$ cat src/rtl/hazard_scoreboard.sv
`default_nettype none
// ============================================================================
//  Module   : hazard_scoreboard
//  Purpose  : In-flight write tracker beside the ID stage. Produces the ID
//             stall, per-operand bypass selects and a saturating stall count.
//  Revision : 1.0  initial release
// ============================================================================
module hazard_scoreboard #(
    parameter int DEPTH  = 3,   // tracked stages after ID (0 = EXE)
    parameter int REG_AW = 3,   // register address width
    parameter int LAT_W  = 2,   // ready-stage field width
    parameter int FWD_W  = 2,   // bypass select width, 2^FWD_W >= DEPTH+1
    parameter int CNT_W  = 16   // stall counter width
) (
    input  logic              clk,
    input  logic              reset_n,
    input  logic              issue_valid,
    input  logic              issue_wr,
    input  logic [REG_AW-1:0] issue_rd,
    input  logic [LAT_W-1:0]  issue_ready,
    input  logic              flush,
    input  logic              rs1_use,
    input  logic              rs2_use,
    input  logic [REG_AW-1:0] rs1,
    input  logic [REG_AW-1:0] rs2,
    output logic              stall,
    output logic [FWD_W-1:0]  fwd_a,
    output logic [FWD_W-1:0]  fwd_b,
    output logic [CNT_W-1:0]  stall_count
);

    // Per-entry state: valid/write flags are reset, payload is don't-care
    // whenever the entry is not a live write.
    logic [DEPTH-1:0]  r_v;
    logic [DEPTH-1:0]  r_wr;
    logic [REG_AW-1:0] r_rd    [DEPTH];
    logic [LAT_W-1:0]  r_ready [DEPTH];
    logic [CNT_W-1:0]  r_stall_count;

    logic              w_nrdy_a;
    logic              w_nrdy_b;
    logic [FWD_W-1:0]  w_fwd_a;
    logic [FWD_W-1:0]  w_fwd_b;
    logic              w_stall;

    // Youngest-first producer search for both operands; first hit wins.
    always_comb begin
        logic w_hit_a;
        logic w_hit_b;
        w_hit_a  = 1'b0;
        w_hit_b  = 1'b0;
        w_nrdy_a = 1'b0;
        w_nrdy_b = 1'b0;
        w_fwd_a  = '0;
        w_fwd_b  = '0;
        for (int k = 0; k < DEPTH; k++) begin
            if (!w_hit_a && rs1_use && r_v[k] && r_wr[k] && (r_rd[k] == rs1)) begin
                w_hit_a = 1'b1;
                if (k >= int'(r_ready[k])) begin
                    w_fwd_a = FWD_W'(k + 1);
                end else begin
                    w_nrdy_a = 1'b1;
                end
            end
            if (!w_hit_b && rs2_use && r_v[k] && r_wr[k] && (r_rd[k] == rs2)) begin
                w_hit_b = 1'b1;
                if (k >= int'(r_ready[k])) begin
                    w_fwd_b = FWD_W'(k + 1);
                end else begin
                    w_nrdy_b = 1'b1;
                end
            end
        end
    end

    // Only an instruction actually trying to issue can be held; flush does
    // not mask the stall, it only prevents the issue from being recorded.
    assign w_stall = issue_valid & (w_nrdy_a | w_nrdy_b);

    // Control bits of the shift chain; entry 0 takes the issue or a bubble.
    always_ff @(posedge clk) begin
        if (!reset_n) begin
            r_v  <= '0;
            r_wr <= '0;
        end else begin
            r_v[0]  <= issue_valid & ~w_stall & ~flush;
            r_wr[0] <= issue_wr;
            for (int k = 1; k < DEPTH; k++) begin
                r_v[k]  <= r_v[k-1];
                r_wr[k] <= r_wr[k-1];
            end
        end
    end

    // Payload of the shift chain; meaningful only alongside a set valid bit.
    always_ff @(posedge clk) begin
        r_rd[0]    <= issue_rd;
        r_ready[0] <= issue_ready;
        for (int k = 1; k < DEPTH; k++) begin
            r_rd[k]    <= r_rd[k-1];
            r_ready[k] <= r_ready[k-1];
        end
    end

    // Saturating count of cycles in which ID was held.
    always_ff @(posedge clk) begin
        if (!reset_n) begin
            r_stall_count <= '0;
        end else if (w_stall && (r_stall_count != {CNT_W{1'b1}})) begin
            r_stall_count <= r_stall_count + 1'b1;
        end
    end

    assign stall       = w_stall;
    assign fwd_a       = w_fwd_a;
    assign fwd_b       = w_fwd_b;
    assign stall_count = r_stall_count;

endmodule
`default_nettype wire

$ cat config.mk
export PLATFORM = sky130hd
export DESIGN_NAME = hazard_scoreboard
export DESIGN_NICKNAME = d
export VERILOG_FILES = /design/src/rtl/hazard_scoreboard.sv
export SDC_FILE = /design/constraint.sdc
export NUM_CORES = 1
export LEC_CHECK = 0
export ABC_AREA = 1
export ABC_CLOCK_PERIOD_IN_PS = 1940
export CORE_AREA = 5 5 70 72
export CTS_CLUSTER_DIAMETER = 40
export CTS_CLUSTER_SIZE = 28
export DETAILED_ROUTE_END_ITERATION = 8
export DIE_AREA = 0 0 75 77
export DONT_BUFFER_PORTS = 1
export HOLD_SLACK_MARGIN = 0.15
export PLACE_DENSITY = 0.68
export SLEW_MARGIN = 30
export SYNTH_ARGS = -nofsm -noshare
export SYNTH_HDL_FRONTEND = slang
export SYNTH_SLANG_ARGS = --single-unit
$ cat constraint.sdc
create_clock -name clk -period 1.94 [get_ports clk]
set_input_delay 0.097 -clock clk [delete_from_list [all_inputs] [get_ports clk]]
set_output_delay 0.097 -clock clk [all_outputs]
set_load 0.01 [all_outputs]
Word-level counts from Yosys, hierarchy flattened. Memories as Yosys holds them, arrays and structs flattened. Index checks and enable logic that the tools add are counted. Widths: inputs -> output; s select.

Bits in registers: 22. Bits in latches: 0. Bits in writable memories: 15. Memory bits (read-only): 0. Input bits: 18. Memories: 2.

Memory list: r_rd (depth 3, width 3, read ports 3, clocked after Yosys merged registers in 0, write ports 3, line 36) `logic [REG_AW-1:0] r_rd [DEPTH];`; r_ready (depth 3, width 2, read ports 3, clocked after Yosys merged registers in 0, write ports 3, line 37) `logic [LAT_W-1:0] r_ready [DEPTH];`.

Add/sub/neg operators: 1. $mul: 0. Div/mod/pow operators: 0. $lt $le $gt $ge: 3. Eq/ne operators: 7. Shift operators: 0. Mux-type cells: 26. Bitwise logic cells: 6. Reductions and logical operators: 27.

Operators with widths (count): $logic_and 1x1->1 (23); $eq 3x3->1 (6); $mux 2 (9); $mux 1 (17); $add 16x1->16 const B (1); $ne 16x16->1 const B (1); $ge 1x2->1 const A (2); $logic_not 1->1 (4); $and 1x1->1 (3); $ge 2x2->1 const A (1); $not 1->1 (2); $or 1x1->1 (1).

Longest topological paths before layout. Gate-level depths: netlist of the first run.

Depth in word-level cells: 21. Depth in mapped cells: 14. Mapped depth without buffers: 14.

Worst setup path after synthesis of the first run. Ideal clock, no wire load.

Path kind: reg-to-reg. From: register r_stall_count[1], in the netlist stall_count[1]. To: register r_stall_count[10], in the netlist stall_count[10]. Setup time: 0.069 ns. Arrival time: 1.617 ns. Required time: 1.871 ns. Setup slack: 0.254 ns. Stages on the path, launching flop included: 11. Cells stage by stage: dfxtp_1 -> ha_1 -> nand3_1 -> nor2_4 -> nand2_2 -> nor2_1 -> nand2_4 -> nand3_4 -> buf_12 -> nand2_2 -> a21oi_2.

Longest elaborated chain between the ends: 2.

RTL lines: start, declared (line 38) `logic [CNT_W-1:0] r_stall_count;`; start signal, assigned (line 110) `r_stall_count <= r_stall_count + 1'b1;`; parallel branches: the longest is 2 deep, another holds $add 16x1->16.

Parallel ways; which one is timed is not known. A chain may end at the register's enable or synchronous reset.

Worst setup path after layout of the first run.
From: register r_wr[1]. To: register r_stall_count[8], in the netlist stall_count[8].

Longest elaborated chain between the ends: 12.

RTL lines: start, declared (line 35) `logic [DEPTH-1:0] r_wr;`; start signal, assigned by index (line 90) `r_wr[k] <= r_wr[k-1];`; $logic_and 1x1->1 (on tied branches) (2 in a row) (line 57, 65); $mux 1 (on tied branches) (line 57, 65); $logic_not 1->1 (on tied branches) (line 57, 65); $logic_and 1x1->1 (on tied branches) (4 in a row) (line 57, 65); $mux 1 (on tied branches) (line 57, 65); $or 1x1->1 (*) (line 78) `assign w_stall = issue_valid & (w_nrdy_a | w_nrdy_b);`; $and 1x1->1 (*) (line 78); $logic_and 1x1->1 (*) (line 109) `end else if (w_stall && (r_stall_count != {CNT_W{1'b1}})) begin`.

Every way passes the cells marked *; elsewhere a longest branch is shown, timed or not.

==> results of run 1 <==
[flip-flops by register name (all words and copies together) (netlist names)]
register and flops:
r_v 3, r_rd 9, stall_count 16, r_ready 6
r_wr 3
[area by class of cell]
type	instances	share of cell area, %
Timing Repair Buffer	26	9.355
Tap cell	52	2.796
Multi-Input combinational cell	200	47.31
Clock inverter	3	0.7527
Clock buffer	5	2.957
Sequential cell	37	31.83
Inverter	31	5.000
[synthesized netlist by cell type (3+ instances only)]
master,number,share of area (%)
nand4_1,14,4.3
a21oi_2,8,3.5
nor2_1,16,3.0
nand2_2,15,4.6
nand2_1,84,16
a21oi_1,9,2.2
dfxtp_1,37,37
xor2_1,5,2.2
nand3_1,13,3.2
o21ai_0,4,0.99
xnor2_1,8,3.5
nor2_2,7,2.2
inv_2,7,1.3
nand3_2,3,1.5
inv_1,24,4.5
nor2_4,3,1.7
[per-layer routing]
| metal | global-route usage [%] | part of all wire (%) | vias to the layer above |
|---|---|---|---|
| li1 | - | - | 923 |
| met1 | 19.87 | 43 | 760 |
| met2 | 28.48 | 51 | 27 |
| met3 | 6.144 | 5.8 | 6 |
| met4 | 4.626 | 0.95 | 0 |
| met5 | 0 | 0 | - |
[power groups by stage]
stage / clock (mW) / combinational, mW / sequential, mW
2_1_floorplan: 0 / 0.0686 / 0.808
3_3_place_gp: 0 / 0.0685 / 0.811
3_5_place_dp: 0 / 0.0699 / 0.813
4_1_cts: 0.538 / 0.0918 / 0.795
5_1_grt: 0.581 / 0.103 / 0.798
6_report: 0.521 / 0.0908 / 0.794
[worst max-delay path, stage by stage (launching register included)]
cell and delay [ps]:
dfxtp_1 340, nand2_1 90, a21oi_1 110, nand2_1 70, nor2_2 170, nand3_2 90, nand2_1 80, nand2_2 70
nand3_4 100, buf_4 220, nand4_1 150, a21oi_2 170
[path summary, 6_finish.rpt]
| check | to | slack, ps | depth (start not counted) |
|---|---|---|---|
| setup reg to reg | stall_count[8] | 200 | 11 |
| setup / recovery | stall_count[8] | 200 | 11 |
| hold reg to reg | r_ready[0][4] | 330 | 0 |
| hold / removal | stall_count[0] | 180 | 3 |
[stage by stage]
stage	utilization [%]	instances	instance area, um2	hold slack (ps)	power [mW]
finish	54.96	354	2327	183.9	1.406
floorplan	-	275	2023	124.7	0.8771
global placement	50.68	337	2146	124.8	0.8796
CTS	54.85	354	2322	176.2	1.424
detailed placement	50.68	337	2146	124.8	0.8825
global route	54.96	354	2327	210.1	1.481
[cell families after synthesis]
logic type	count (synthesis)	synth area share [%]
xor gates and xnor gates	13	5.628
adders and majority gates	1	0.6183
DFF	37	36.61
AOI/OAI and AO/OA	23	7.360
and+or+nand+nor	163	40.57
buffers and inverters	38	9.215
[timing repair]
| action | in CTS | in global routing |
|---|---|---|
| setup endpoints to repair | 0 | 6 |
| hold endpoints to repair | 27 | 0 |
| gates resized for setup | 0 | 2 |
| hold buffers | 9 | 0 |
==> summary.md, run 1 <==
| Metric | Value |
|---|---|
| Run status | `completed` |
| Largest net degree at the start of global routing | `18` |
| Initial Utilization | `47.78%` |
| Final nets | `320` |
| Pre-Repair DR Iteration Count | `4` |
| Clk_skew | `7.316 ps` |
| Wire per inst | `12.77 um` |
| Num Clock Sinks | `37` |
| Placed wire-length estimate | `3458 um` |
| Fmax | `574.2 MHz` |
| Period Utilization, post-route | `89.76%` |
| Max clock buf depth | `2` |
| Reg power frac | `56.5%` |
| Flops & latches, synth | `37` |
| Row Count | `24` |
| CP Class | `reg2reg` |
| Area Growth Syn to Fin | `15.03%` |
| Worst vdd ir | `333.2 uV` |
| Crit path DAT | `1950 ps` |
| R2r startpoint | `r_wr[1]` |
| Max Cap Viol | `0` |
| Port Buf Inserts | `0` |
| Ys Warns | `0` |
| Final worst setup slack | `198.6 ps` |
| Lkg Pwr | `1.051 nW` |
| CTS buffer count | `5` |
| Place WS | `227.7 ps` |
| Avg Cell Area, Syn | `7.357 um2` |
| # DRC | `0` |
| Die W | `75 um` |
| Gr usage total | `16.95%` |
| CP startpoint kind | `flop` |
| Worst slew margin | `58.55%` |
| Commonest non-fill, non-tap cell in the layout | `nand2_1` |
| Hold_sp | `issue_valid` |
| Crit Path Max Fanout | `16` |
| EDFF count, synth | `0` |
| Top FF cell, synth | `dfxtp_1` |
| Final hold violation count | `0` |
| Post-CTS Setup Repair Bufs | `0` |
| H-tree levels | `2` |
| Ports | `39` |
| Mapped cell area | `2023 um2` |
| Crit. Startpoint | `r_wr[1]` |
| Die area | `5775 um2` |
| Layout cells sized above 1 | `25.17%` |
| Area occupied by multi-input gates | `1101 um2` |
| Psw | `0.3425 mW` |
| Grt ovf | `0` |
| Latest clock arrival within the worst-skew pair | `290 ps` |
| Via Count | `1716` |
| Sw frac | `24.36%` |
| Netlist cell types | `31` |
| Max-slew violations | `0` |
| RSZ-0062 raised after global routing | `false` |
| Root cell of the clock tree | `clkbuf_8` |
| Clk pwr share | `37.1%` |
| WP data required | `2150 ps` |
| First-pass GRT wire length | `7659 um` |
| Synthesized Nets | `294` |
| Commonest cells after routing, fill and taps aside | `83 x nand2_1, 37 x dfxtp_1, 24 x inv_1, 17 x buf_4, 16 x nand2_2` |
| Initial antenna violation count | `0` |
| Post-synthesis cell count | `275` |
| Final setup TNS | `0 ps` |
| Worst min path class | `in2reg` |
| Vias in the first global route | `1712` |
| Slew @ Worst Pin | `621.1 ps` |
| Setup violations, final | `0` |
| Power density over cell area | `604.1 nW/um2` |
| Core area | `4234 um2` |
| Vias per cell | `4.847` |
| DIE HEIGHT | `77 um` |
| Worst Setup End Kind | `flop` |
| Ys async rst share | `0%` |
| Sequential share of the synthesized area | `36.61%` |
| TritonCTS clock tree | `built` |
| Clock slew at reported path FFs | `80 ps` |
| Combinational fraction of design power | `6.5%` |
| Initial DRC count | `52` |
| Fin crit period | `1741 ps` |
| Internal Power | `1.063 mW` |
| Antenna cell count | `0` |
| Antenna viol nets, final | `0` |
| Area occupied by registers | `740.7 um2` |
| Layout fillers | `410` |
| Final wirelength | `4522 um` |
| Gpl congestion | `0.8027` |
Note: power is estimated with default switching activity, not from simulation.
==> inputs of run 2 (changes only) <==
--- a/config.mk
+++ b/config.mk
@@ -7,15 +7,15 @@
 export LEC_CHECK = 0
 export ABC_AREA = 1
 export ABC_CLOCK_PERIOD_IN_PS = 1940
-export CORE_AREA = 5 5 70 72
+export CORE_AREA = 5 5 74 76
 export CTS_CLUSTER_DIAMETER = 40
 export CTS_CLUSTER_SIZE = 28
 export DETAILED_ROUTE_END_ITERATION = 8
-export DIE_AREA = 0 0 75 77
+export DIE_AREA = 0 0 79 81
 export DONT_BUFFER_PORTS = 1
 export HOLD_SLACK_MARGIN = 0.15
-export PLACE_DENSITY = 0.68
-export SLEW_MARGIN = 30
+export PLACE_DENSITY = 0.62
+export REMOVE_ABC_BUFFERS = 1
 export SYNTH_ARGS = -nofsm -noshare
 export SYNTH_HDL_FRONTEND = slang
 export SYNTH_SLANG_ARGS = --single-unit
==> run 2 against run 1 <==
  * Maximum frequency fell by 0.64%
  * Via count up 2.6%
  * Worst setup slack got worse by 11 ps
  * Utilization down 5.2 points
  * Count of clock-buffer cells in the layout is the same
  * Final cell count is 0.56% lower
  * Critical path type unchanged
  * Largest cell class unchanged
  * Largest power group unchanged
==> summary.md, run 2 (synthesis gave the netlist of run 1 again) <==
| Metric | Value |
|---|---|
| Run status | `completed (unchanged)` |
| Die area | `6399 um2 (was 5775 um2)` |
| Sw frac | `21.89% (was 24.36%)` |
| Sequence of cells on the critical path | `ha_1 > nand3_1 > nor2_4 > nand2_2 > nor2_1 > nand2_4 > nand3_4 > nand2_1 > nand2_1 > nor2_1 (was nand2_1 > a21oi_1 > nand2_1 > nor2_2 > nand3_2 > nand2_1 > nand2_2 > nand3_4 > buf_4 > nand4_1 > a21oi_2)` |
| Gpl congestion | `0.8049 (was 0.8027)` |
| Area Growth Syn to Fin | `14.66% (was 15.03%)` |
| Slowest CP cell | `dfxtp_1 (unchanged)` |
| Slew @ Worst Pin | `653.4 ps (was 621.1 ps)` |
| Worst R2R Path Depth | `10 (was 11)` |
| Fin crit period | `1753 ps (was 1741 ps)` |
| Worst min path class | `in2reg (unchanged)` |
| Layout cells sized above 1 | `23.49% (was 25.17%)` |
| Power density over cell area | `656.5 nW/um2 (was 604.1 nW/um2)` |
| Clk_skew | `7.190 ps (was 7.316 ps)` |
| Die W | `79 um (was 75 um)` |
| Final setup TNS | `0 ps (unchanged)` |
| Final nets | `317 (was 320)` |
| WP data required | `2120 ps (was 2150 ps)` |
| Hold path depth | `3 (unchanged)` |
| Crit Path Max Fanout | `17 (was 16)` |
| Final hold violation count | `0 (unchanged)` |
| DIE HEIGHT | `81 um (was 77 um)` |
| Max clock buf depth | `2 (unchanged)` |
| Vias in the first global route | `1671 (was 1712)` |
| CP startpoint kind | `flop (unchanged)` |
| Placed wire-length estimate | `3364 um (was 3458 um)` |
| Row Count | `25 (was 24)` |
| Layout fillers | `462 (was 410)` |
| Grt ovf | `0 (unchanged)` |
| Area occupied by multi-input gates | `1096 um2 (was 1101 um2)` |
| Lkg Pwr | `1.045 nW (was 1.051 nW)` |
| Power, Total | `1.523 mW (was 1.406 mW)` |
| Largest net degree at the start of global routing | `18 (unchanged)` |
| Fmax | `570.5 MHz (was 574.2 MHz)` |
| Via Count | `1761 (was 1716)` |
| Internal Power | `1.190 mW (was 1.063 mW)` |
| Initial DRC count | `77 (was 52)` |
| Pre-Repair DR Iteration Count | `5 (was 4)` |
| Period Utilization, post-route | `90.35% (was 89.76%)` |
| Clk pwr share | `41.9% (was 37.1%)` |
| Max incr delay on CP | `340 ps (about the same)` |
| First-pass GRT wire length | `7700 um (was 7659 um)` |
| Gr usage total | `15.18% (was 16.95%)` |
| Reg power frac | `52.1% (was 56.5%)` |
| Latest clock arrival within the worst-skew pair | `280 ps (was 290 ps)` |
| Setup violations, final | `0 (unchanged)` |
| Max-slew violations | `0 (unchanged)` |
| Num Clock Sinks | `37 (unchanged)` |
| Max Cap Viol | `0 (unchanged)` |
| Final wirelength | `4635 um (was 4522 um)` |
| Wire per inst | `13.17 um (was 12.77 um)` |
| CTS buffer count | `5 (unchanged)` |
| Post-CTS Setup Repair Bufs | `0 (unchanged)` |
| Psw | `0.3334 mW (was 0.3425 mW)` |
| # DRC | `0 (unchanged)` |
| Initial Utilization | `43.41% (was 47.78%)` |
| H-tree levels | `2 (unchanged)` |
| Worst Setup End Kind | `flop (unchanged)` |
| RSZ-0062 raised after global routing | `false (unchanged)` |
| Crit path DAT | `1940 ps (was 1950 ps)` |
| Ports | `39 (unchanged)` |
| Worst slew margin | `56.39% (was 58.55%)` |
| CP Class | `reg2reg (unchanged)` |
| Root cell of the clock tree | `clkbuf_8 (unchanged)` |
| Commonest non-fill, non-tap cell in the layout | `nand2_1 (unchanged)` |
| TritonCTS clock tree | `built (unchanged)` |
| Commonest cells after routing, fill and taps aside | `84 x nand2_1, 37 x dfxtp_1, 24 x inv_1, 16 x nor2_1, 15 x nand2_2 (was 83 x nand2_1, 37 x dfxtp_1, 24 x inv_1, 17 x buf_4, 16 x nand2_2)` |
| Worst vdd ir | `598.0 uV (was 333.2 uV)` |
| Initial antenna violation count | `0 (unchanged)` |
| Vias per cell | `5.003 (was 4.847)` |
| Antenna cell count | `0 (unchanged)` |
| Area occupied by registers | `740.7 um2 (unchanged)` |
| Port Buf Inserts | `0 (unchanged)` |
| Flip-flop count of the largest register after layout | `16 (unchanged)` |
| Clock slew at reported path FFs | `80 ps (about the same)` |
| Core area | `4661 um2 (was 4234 um2)` |
| Antenna viol nets, final | `0 (unchanged)` |
| Combinational fraction of design power | `6.0% (was 6.5%)` |
==> run 2: path summary, 6_finish.rpt <==
check	from	endpoint	slack (ps)
worst max-delay path	stall_count[0]	stall_count[1]	190
worst min register to register	r_ready[0][2]	r_ready[0][4]	330
worst min-delay path	issue_valid	stall_count[0]	200
worst max register to register	stall_count[0]	stall_count[1]	190
==> run 2: cell type report <==
type                       count  share of cell area [%]
multi-input combinational    200                   47.25
sequential                    37                   31.93
timing repair buffer          23                   8.414
inverter                      31                   5.016
clock buffer                   5                   2.967
tap                           54                   2.913
clock inverter                 2                   1.510
==> run 2: per-layer routing <==
metal / up-vias / GRT usage, % / part of all wire (%)
met2: 43 / 25.42 / 49
li1: 919 / - / -
met5: - / 0 / 0
met4: 0 / 4.124 / 0.58
met3: 4 / 4.656 / 6.6
met1: 795 / 18.99 / 44
==> run 2: critical path, delay by kind of cell, from the launching register on <==
family / cells / cell delay (ps)
simple gates: 9 / 1110
flops: 1 / 340
fa+ha+maj: 1 / 210
==> run 2: power by group through the flow <==
stage / registers [mW] / logic, mW / clock network (mW)
6_report: 0.794 / 0.0908 / 0.638
5_1_grt: 0.797 / 0.104 / 0.697
4_1_cts: 0.794 / 0.0916 / 0.656
3_5_place_dp: 0.812 / 0.0700 / 0
3_3_place_gp: 0.811 / 0.0696 / 0
2_1_floorplan: 0.808 / 0.0584 / 0
==> run 2: stage by stage <==
stage	instances	util, %	hold slack [ps]	setup slack [ps]	area [um2]
detailed placement	336	45.61	124.8	244.1	2126
floorplan	268	-	124.7	218.2	1953
global placement	336	45.61	124.8	269.4	2126
global route	352	49.77	236.6	9.055	2320
CTS	352	49.77	197.7	168.2	2320
finish	352	49.77	200.4	187.3	2320
==> run 2: what timing repair did <==
action                                  in CTS  in global routing
resized for setup                            0                  1
hold buffers                                 9                  0
endpoints found under the hold margin       27                  0
endpoints found under the setup margin       0                  1
